$ cat src/rtl/i2c_slv_rx_fifo_irq.sv
// I2C slave receive back-end: address match, ACK/NACK decision, RX byte FIFO
// and level/STOP/overflow interrupt generation for software draining.
module i2c_slv_rx_fifo_irq #(
  parameter int DEPTH = 16,
  localparam int AW = $clog2(DEPTH)
) (
  input  logic          clk_i,
  input  logic          rst_ni,
  input  logic [6:0]    slv_addr_i,
  input  logic          start_i,
  input  logic          stop_i,
  input  logic          byte_valid_i,
  input  logic [7:0]    byte_i,
  output logic          ack_o,
  input  logic          pop_i,
  output logic [7:0]    rdata_o,
  output logic [AW:0]   level_o,
  output logic          empty_o,
  output logic          full_o,
  input  logic          irq_en_i,
  input  logic [AW:0]   irq_thresh_i,
  input  logic          irq_clr_i,
  output logic          stop_pend_o,
  output logic          ovf_o,
  output logic          irq_o
);

  typedef enum logic [1:0] {IDLE, ADDR, DATA, IGNORE} state_t;

  localparam logic [AW:0] FULL_LVL = (AW+1)'(DEPTH);

  state_t        r_state;
  logic [7:0]    r_mem [DEPTH];
  logic [AW-1:0] r_rptr;
  logic [AW-1:0] r_wptr;
  logic [AW:0]   r_level;
  logic [7:0]    r_txn_cnt;
  logic          r_stop_pend;
  logic          r_ovf;
  logic          r_irq;

  logic          w_byte;
  logic          w_addr_ok;
  logic          w_empty;
  logic          w_full;
  logic          w_push;
  logic          w_drop;
  logic          w_pop;
  logic          w_stop_set;
  logic [AW:0]   w_level_nxt;
  logic          w_stop_pend_nxt;
  logic          w_ovf_nxt;
  logic          w_irq_nxt;

  // A byte strobe coinciding with a bus event belongs to no frame.
  assign w_byte    = byte_valid_i & ~start_i & ~stop_i;
  assign w_addr_ok = (byte_i[7:1] == slv_addr_i) & ~byte_i[0];
  assign w_empty   = (r_level == '0);
  assign w_full    = (r_level == FULL_LVL);
  assign w_push    = w_byte & (r_state == DATA) & ~w_full;
  assign w_drop    = w_byte & (r_state == DATA) & w_full;
  assign w_pop     = pop_i & ~w_empty;

  assign ack_o = w_byte & (((r_state == ADDR) & w_addr_ok) |
                           ((r_state == DATA) & ~w_full));

  assign w_level_nxt = r_level + (AW+1)'(w_push) - (AW+1)'(w_pop);

  // Set events take priority over a same-cycle software clear.
  assign w_stop_set      = stop_i & (r_state == DATA) & (r_txn_cnt != 8'd0);
  assign w_stop_pend_nxt = w_stop_set | (r_stop_pend & ~irq_clr_i);
  assign w_ovf_nxt       = w_drop | (r_ovf & ~irq_clr_i);

  assign w_irq_nxt = irq_en_i &
                     (((irq_thresh_i != '0) & (w_level_nxt >= irq_thresh_i)) |
                      w_stop_pend_nxt | w_ovf_nxt);

  always_ff @(posedge clk_i) begin
    if (!rst_ni) begin
      r_state   <= IDLE;
      r_txn_cnt <= 8'd0;
    end else if (stop_i) begin
      r_state <= IDLE;
    end else if (start_i) begin
      r_state   <= ADDR;
      r_txn_cnt <= 8'd0;
    end else if (byte_valid_i) begin
      case (r_state)
        ADDR:    r_state <= w_addr_ok ? DATA : IGNORE;
        DATA:    if (w_push && (r_txn_cnt != 8'hFF)) r_txn_cnt <= r_txn_cnt + 8'd1;
        default: ;
      endcase
    end
  end

  always_ff @(posedge clk_i) begin
    if (!rst_ni) begin
      r_rptr      <= '0;
      r_wptr      <= '0;
      r_level     <= '0;
      r_stop_pend <= 1'b0;
      r_ovf       <= 1'b0;
      r_irq       <= 1'b0;
    end else begin
      if (w_push) r_wptr <= r_wptr + AW'(1);
      if (w_pop)  r_rptr <= r_rptr + AW'(1);
      r_level     <= w_level_nxt;
      r_stop_pend <= w_stop_pend_nxt;
      r_ovf       <= w_ovf_nxt;
      r_irq       <= w_irq_nxt;
    end
  end

  // Storage carries no reset; the empty gate on rdata_o hides stale entries.
  always_ff @(posedge clk_i) begin
    if (w_push) r_mem[r_wptr] <= byte_i;
  end

  assign rdata_o     = w_empty ? 8'h00 : r_mem[r_rptr];
  assign level_o     = r_level;
  assign empty_o     = w_empty;
  assign full_o      = w_full;
  assign stop_pend_o = r_stop_pend;
  assign ovf_o       = r_ovf;
  assign irq_o       = r_irq;

endmodule

$ cat config.mk
export PLATFORM = sky130hd
export DESIGN_NAME = i2c_slv_rx_fifo_irq
export DESIGN_NICKNAME = d
export VERILOG_FILES = /design/src/rtl/i2c_slv_rx_fifo_irq.sv
export SDC_FILE = /design/constraint.sdc
export NUM_CORES = 1
export LEC_CHECK = 0
export BUFFER_PORTS_ARGS = -buffer_cell sky130_fd_sc_hd__buf_2
export CORE_MARGIN = 8
export CORE_UTILIZATION = 60
export DETAILED_ROUTE_END_ITERATION = 12
export GPL_TIMING_DRIVEN = 0
export PLACE_DENSITY = 0.79
export SKIP_CTS_REPAIR_TIMING = 1
export SLEW_MARGIN = 20
export SYNTH_ARGS = -nofsm -noshare
export SYNTH_HDL_FRONTEND = slang
export SYNTH_SLANG_ARGS = --single-unit
$ cat constraint.sdc
create_clock -name clk_i -period 3.8 [get_ports clk_i]
set_input_delay 0.57 -clock clk_i [delete_from_list [all_inputs] [get_ports clk_i]]
set_output_delay 0.57 -clock clk_i [all_outputs]
set_load 0.02 [all_outputs]
==> impl_metrics.csv, run 1 <==
group,metric,value,unit
floorplanning,coreArea,0.0108,mm^2
pwr,p_leak,2.61,nW
clocking,tritoncts,"done",
global_routing,grt_use_met2,33.1,%
yosys,synthDistinctLibCells,49,
worst_hold_path,worstHoldStart,"byte_valid_i",
yosys,synth_top_cell_area_share,57.4,%
yosys,synth_async_sr_flop_share,0,%
sta,final.min_clock_period,3.59,ns
floorplanning,floorplan.die_area,0.0148,mm^2
yosys,synth_top_cells_by_area,"edfxtp_1 (57%), mux4_2 (11%), dfxtp_1 (9.0%), ha_1 (3.2%), mux2i_1 (2.7%)",
cells_and_area,antenna_cells,0,
pwr,p_clk_share,31.6,%
sta,slew_viol_final,0,
global_routing,antenna_found_initial,0,
drt,wl_per_cell,21.3,um
setup_path,library_cell_contributing_the_largest_single_delay_on_the_critical_path,"fa_1",
global_routing,global_routing_met3_resource_utilization,5.83,%
cells_and_area,flow.area_growth_from_synthesis,14.8,%
sta,fmaxAchievable,279,MHz
clocking,cts_num_sinks,158,
setup_path,category_of_the_most_critical_setup_path,"reg -> reg",
floorplanning,die_w,122,um
cells_and_area,final_util,70.9,%
setup_path,path_max_fanout,10,
sta,fin_skew,0.00975,ns
sta,setup_viol,0,
clocking,path_clk_slew,0.06,ns
drt,ant_nets,0,
drt,detail_route.drc_violations,0,
floorplanning,placementRows,38,
setup_path,critPathMaxStageDelay,0.40,ns
setup_path,worst_r2r_path_depth,20,
global_routing,largest_net_degree_at_the_start_of_global_routing,18,
placement,dpl.hpwl,9.11,mm
sta,final_min_period_over_clock_period,94.4,%
drt,wl,13.6,mm
global_routing,grt_first_pass_wirelength,21.4,mm
setup_path,critical_path.reg2reg.endpoint,"irq_o$_SDFF_PN0_",
sta,number_of_failing_hold_endpoints_at_the_final_stage,0,
pwr,p_per_area,611,mW/mm^2
yosys,postSynthCellCount,418,
yosys,ys_warn_count,0,
worst_hold_path,holdCritPathClass,"in -> reg",
yosys,syn_area_per_cell,16.0,um^2
yosys,synth.cell_area,0.00669,mm^2
worst_hold_path,worst_hold_path.num_cells,2,
setup_path,cp_data_arrival_time,3.98,ns
floorplanning,initial_core_util,61.7,%
cells_and_area,nNetsFinal,530,
cells_and_area,final_common_cell,"edfxtp_1",
run_status,run_status,"finished, final reports clean",
placement,placed_cells,602,
clocking,cts_made_buffers,17,
yosys,synth_enable_flop_cells,128,
cells_and_area,most-common-layout-cells,"edfxtp_1 (128), buf_2 (48), mux4_2 (32), dfxtp_1 (30), inv_1 (19)",
worst_hold_path,timing.hold.worst_endpoint,"r_state[0]$_SDFFE_PP0P_",
yosys,synth_top_area_cell,"edfxtp_1",
sta,relSlewSlack,34.2,%
pwr,cellInternalPower,3.29,mW
placement,place_congestion,0.838,
global_routing,gr-max-usage-layer,"met2",
cells_and_area,final_layout_size_suffix_gt1_share,26.0,%
sta,setup_total_negative_slack,0,ns
drt,vias,3800,
yosys,synth_sequential_area_ratio,66.4,%
sta,tightest_slew,0.983,ns
clocking,worstSkewPairLatency,0.52,ns
drt,drt-pass1-iter-count,5,
pwr,vdd.ir_drop.worst,0.442,mV
clocking,cts_buffer_depth,2,
global_routing,vias_in_the_first_global_route,4006,
yosys,dominantRegCellSynth,"edfxtp_1",
setup_path,required_arrival_time_at_the_worst_endpoint,4.19,ns
flow_run,max_capacitance_violation_count,0,
yosys,syn-num-nets,464,
clocking,cts_root_buffer,"clkbuf_8",
global_routing,grt_use_total,19.6,%
pwr,power_switching,1.41,mW
global_routing,globalRoute.totalOverflow,0,
floorplanning,floorplan.io_pins,47,
drt,detailed_route_vias_per_instance,5.97,
yosys,ys_seq_elements,158,
setup_path,critical_path.endpoint_type,"flip-flop",
setup_path,timing.reg2reg.setup_slack,0.21,ns
cells_and_area,instances_no_fill,637,
global_routing,global_route.usage.met1,23.3,%
setup_path,critPathLaunchType,"flip-flop",
setup_path,critical_path_cell_sequence,"inv_1 -> ha_1 -> nor4bb_4 -> buf_4 -> nor3_4 -> buf_2 -> nand2_1 -> nand2_1 -> ha_1 -> inv_1 -> fa_1 -> inv_1 -> a21oi_1 -> o21bai_1 -> xnor2_1 -> ha_1 -> a211oi_1 -> o21ai_0 -> o211ai_1 -> a31oi_1",
pwr,power.share.switching,30.0,%
sta,whs,0.259,ns
setup_path,r2r-start,"level_o[2]$_SDFF_PN0_",
placement,port_buffers,44,
drt,detailedRoute.firstIterationViolations,314,
pwr,comb_power_share,26.7,%
floorplanning,chipHeight,122,um
pwr,seqPwrFrac,41.7,%
clocking,clock_tree.htree_level_count,4,
## sequential cells by signal, indices dropped and copies added, names as in the netlist, named ones only
name and flops:
r_rptr 4, stop_pend_o 1, r_txn_cnt 8, ovf_o 1, level_o 5, irq_o 1
r_state 2, r_wptr 4, r_mem 128
## cell families after synthesis
group                      count (synthesis)  share of synthesized area [%]
DFF                                      158                           66.4
and+or+nand+nor                           96                           8.08
muxes                                     51                           13.6
AOI/OAI and AO/OA                         42                           4.06
buffers and inverters                     37                           2.26
adders and majority gates                 18                           3.48
xor gates and xnor gates                  16                           2.09
## worst max-delay path: cells and delay by family (launching register included)
kind	cells	cell delay [ns]
compound gates	6	0.84
xor+xnor	1	0.11
fa+ha+maj	4	1.01
buf+inv	5	0.67
flops	1	0.36
simple gates	4	0.49
## area by class of cell
cell class / count / area, um^2
Buffer: 18 / 83.8
Clock buffer: 17 / 414
Clock inverter: 15 / 115
Fill cell: 701 / 3160
Inverter: 19 / 71.3
Multi-Input combinational cell: 223 / 2130
Sequential cell: 158 / 4440
Tap cell: 140 / 175
Timing Repair Buffer: 47 / 243
## how the worst max path moves through the flow
stage / slack [ns] / to / startpoint / cells after the start
floorplan: 0.32 / irq_o$_SDFF_PN0_ / level_o[2]$_SDFF_PN0_ / 20
global placement: 0.008 / irq_o$_SDFF_PN0_ / stop_i / 18
detailed placement: -0.10 / irq_o$_SDFF_PN0_ / stop_i / 18
CTS: -0.06 / irq_o$_SDFF_PN0_ / level_o[2]$_SDFF_PN0_ / 20
global route: -0.03 / irq_o$_SDFF_PN0_ / level_o[2]$_SDFF_PN0_ / 20
finish: 0.21 / irq_o$_SDFF_PN0_ / level_o[2]$_SDFF_PN0_ / 20
## power groups by stage
stage | Clock, mW | Combinational (mW) | Sequential (mW)
2_1_floorplan | 0 | 0.864 | 2.01
5_1_grt | 1.59 | 1.37 | 1.96
3_3_place_gp | 0 | 1.19 | 1.99
6_report | 1.48 | 1.25 | 1.96
4_1_cts | 1.51 | 1.25 | 1.95
3_5_place_dp | 0 | 1.24 | 1.99
## metal layers
metal  share of wire [%]  up-vias
li1                    -     1743
met1                  41     1900
met2                  52      135
met3                 5.0       22
met4                 1.9        0
met5                   0        -
## cell usage after synthesis, drive strengths merged, types with 2 or more instances
cell type / number
edfxtp: 128
mux4: 32
dfxtp: 30
inv: 19
mux2i: 18
nand2: 18
ha: 17
nor2: 17
and2: 14
clkbuf: 12
xnor2: 11
a21boi: 10
nand3: 8
o22ai: 8
a21oi: 7
nand2b: 7
buf: 6
nor3: 6
o21ai: 6
nor2b: 5
xor2: 5
nand4: 4
a31oi: 3
nor4: 3
or3: 3
and3: 2
nor3b: 2
or4b: 2
## through the flow
stage | worst slack (ns) | area (um^2) | power (mW)
2_1_floorplan | 0.321 | 6690 | 2.88
3_3_place_gp | 0.00790 | 7090 | 3.17
3_5_place_dp | -0.103 | 7110 | 3.23
4_1_cts | -0.0595 | 7640 | 4.72
5_1_grt | -0.0260 | 7680 | 4.92
6_report | 0.215 | 7680 | 4.69
Power figures use the tool's default switching activity.
==> run 2: changes to the inputs <==
- RECOVER_POWER: default -> 25
==> impl_metrics.csv, run 2 (synthesis results as in run 1) <==
group,metric,value,unit
run_status,run_status,"finished, final reports clean",
floorplanning,initial_core_util,61.7,%
setup_path,timing.reg2reg.setup_slack,0.21,ns
setup_path,required_arrival_time_at_the_worst_endpoint,4.19,ns
sta,tightest_slew,0.973,ns
setup_path,worst_r2r_path_depth,20,
cells_and_area,antenna_cells,0,
cells_and_area,final_util,70.8,%
cells_and_area,nNetsFinal,530,
sta,setup_total_negative_slack,0,ns
flow_run,max_capacitance_violation_count,0,
sta,number_of_failing_hold_endpoints_at_the_final_stage,0,
floorplanning,placementRows,38,
global_routing,vias_in_the_first_global_route,4006,
sta,relSlewSlack,34.9,%
global_routing,grt_first_pass_wirelength,21.4,mm
clocking,clock_tree.htree_level_count,4,
worst_hold_path,timing.hold.worst_endpoint,"r_state[1]$_SDFFE_PP0P_",
sta,final_min_period_over_clock_period,94.4,%
drt,wl,13.6,mm
cells_and_area,final_common_cell,"edfxtp_1",
floorplanning,floorplan.io_pins,47,
placement,dpl.hpwl,9.11,mm
drt,drt-pass1-iter-count,5,
placement,placed_cells,602,
pwr,p_leak,2.60,nW
cells_and_area,registers.top_by_ff_count,"r_mem",
floorplanning,chipHeight,122,um
global_routing,antenna_found_initial,0,
placement,postPlaceCellArea,0.00711,mm^2
cells_and_area,most-common-layout-cells,"edfxtp_1 (128), buf_2 (42), mux4_2 (32), dfxtp_1 (30), inv_1 (19)",
sta,slew_viol_final,0,
clocking,path_clk_slew,0.06,ns
setup_path,category_of_the_most_critical_setup_path,"reg -> reg",
sta,setup_viol,0,
cells_and_area,flow.area_growth_from_synthesis,14.7,%
sta,final.min_clock_period,3.59,ns
clocking,cts_num_sinks,158,
placement,port_buffers,44,
worst_hold_path,holdCritPathClass,"in -> reg",
setup_path,critical_path.endpoint_type,"flip-flop",
drt,wl_per_cell,21.4,um
cells_and_area,instances_no_fill,637,
worst_hold_path,worstHoldStart,"start_i",
pwr,p_per_area,612,mW/mm^2
floorplanning,floorplan.die_area,0.0148,mm^2
setup_path,r2r-start,"level_o[2]$_SDFF_PN0_",
setup_path,path_max_fanout,10,
drt,detailedRoute.firstIterationViolations,315,
drt,vias,3826,
global_routing,largest_net_degree_at_the_start_of_global_routing,18,
cells_and_area,finish.instance_area,0.00767,mm^2
setup_path,cp_data_arrival_time,3.98,ns
global_routing,globalRoute.totalOverflow,0,
pwr,vdd.ir_drop.worst,0.442,mV
cells_and_area,largest_reg_flops,128,
placement,place_congestion,0.838,
floorplanning,coreArea,0.0108,mm^2
cells_and_area,final_layout_size_suffix_gt1_share,24.7,%
clocking,cts_buffer_depth,2,
worst_hold_path,worst_hold_path.num_cells,2,
sta,fin_skew,0.00983,ns
setup_path,critPathLaunchType,"flip-flop",
clocking,worstSkewPairLatency,0.52,ns
floorplanning,die_w,122,um
drt,ant_nets,0,
global_routing,grt_use_total,19.6,%
sta,fmaxAchievable,279,MHz
clocking,cts_made_buffers,17,
clocking,cts_root_buffer,"clkbuf_8",
clocking,tritoncts,"done",
drt,detailed_route_vias_per_instance,6.01,
drt,detail_route.drc_violations,0,
setup_path,critical_path.reg2reg.endpoint,"irq_o$_SDFF_PN0_",
run 2: cell types whose count changed in the layout (fill, tap and decap cells not counted):
cell,change
clkbuf_1,+6
buf_2,-6
run 2: worst max-delay path by stage:
| stage | slack [ns] | end | start |
|---|---|---|---|
| 2_1_floorplan | 0.32 | irq_o$_SDFF_PN0_ | level_o[2]$_SDFF_PN0_ |
| 3_3_place_gp | 0.008 | irq_o$_SDFF_PN0_ | stop_i |
| 3_5_place_dp | -0.10 | irq_o$_SDFF_PN0_ | stop_i |
| 4_1_cts | -0.06 | irq_o$_SDFF_PN0_ | level_o[2]$_SDFF_PN0_ |
| 5_1_grt | -0.03 | irq_o$_SDFF_PN0_ | level_o[2]$_SDFF_PN0_ |
| 6_report | 0.21 | irq_o$_SDFF_PN0_ | level_o[2]$_SDFF_PN0_ |
run 2: where the power goes:
group | switching (mW) | leakage (nW) | internal [mW]
Combinational | 0.685 | 0.951 | 0.565
Clock | 0.675 | 0.251 | 0.809
Sequential | 0.0475 | 1.39 | 1.91
run 2: metrics by stage:
| stage | hold WS (ns) | setup WS (ns) | power [mW] |
|---|---|---|---|
| after floorplan | 0.465 | 0.321 | 2.88 |
| after global placement | 0.487 | 0.00790 | 3.17 |
| after detailed placement | 0.506 | -0.103 | 3.23 |
| after CTS | 0.229 | -0.0595 | 4.72 |
| after global routing | 0.240 | -0.0260 | 4.92 |
| final | 0.260 | 0.211 | 4.69 |
run 2: critical path: stages (launching register included):
cell and delay [ns]:
dfxtp_1 0.36, inv_1 0.08, ha_1 0.23, nor4bb_4 0.17
buf_4 0.17, nor3_4 0.17, buf_2 0.28, nand2_1 0.08
nand2_1 0.08, ha_1 0.18, inv_1 0.06, fa_1 0.40
inv_1 0.08, a21oi_1 0.06, o21bai_1 0.16, xnor2_1 0.11
ha_1 0.20, a211oi_1 0.20, o21ai_0 0.13, o211ai_1 0.16
a31oi_1 0.13
run 2: layout make-up:
type | instances | area, um^2
Sequential cell | 158 | 4440
Fill cell | 704 | 3170
Multi-Input combinational cell | 223 | 2130
Clock buffer | 17 | 414
Timing Repair Buffer | 47 | 235
Tap cell | 140 | 175
Clock inverter | 15 | 115
Buffer | 18 | 83.8
Inverter | 19 | 71.3
run 2: metal layers:
metal  GRT usage [%]  part of all wire, %  vias to the layer above
li1                -                    -                     1744
met1            23.3                   41                     1921
met2            33.1                   52                      139
met3            5.83                  4.6                       22
met4            7.32                  1.9                        0
met5               0                    0                        -
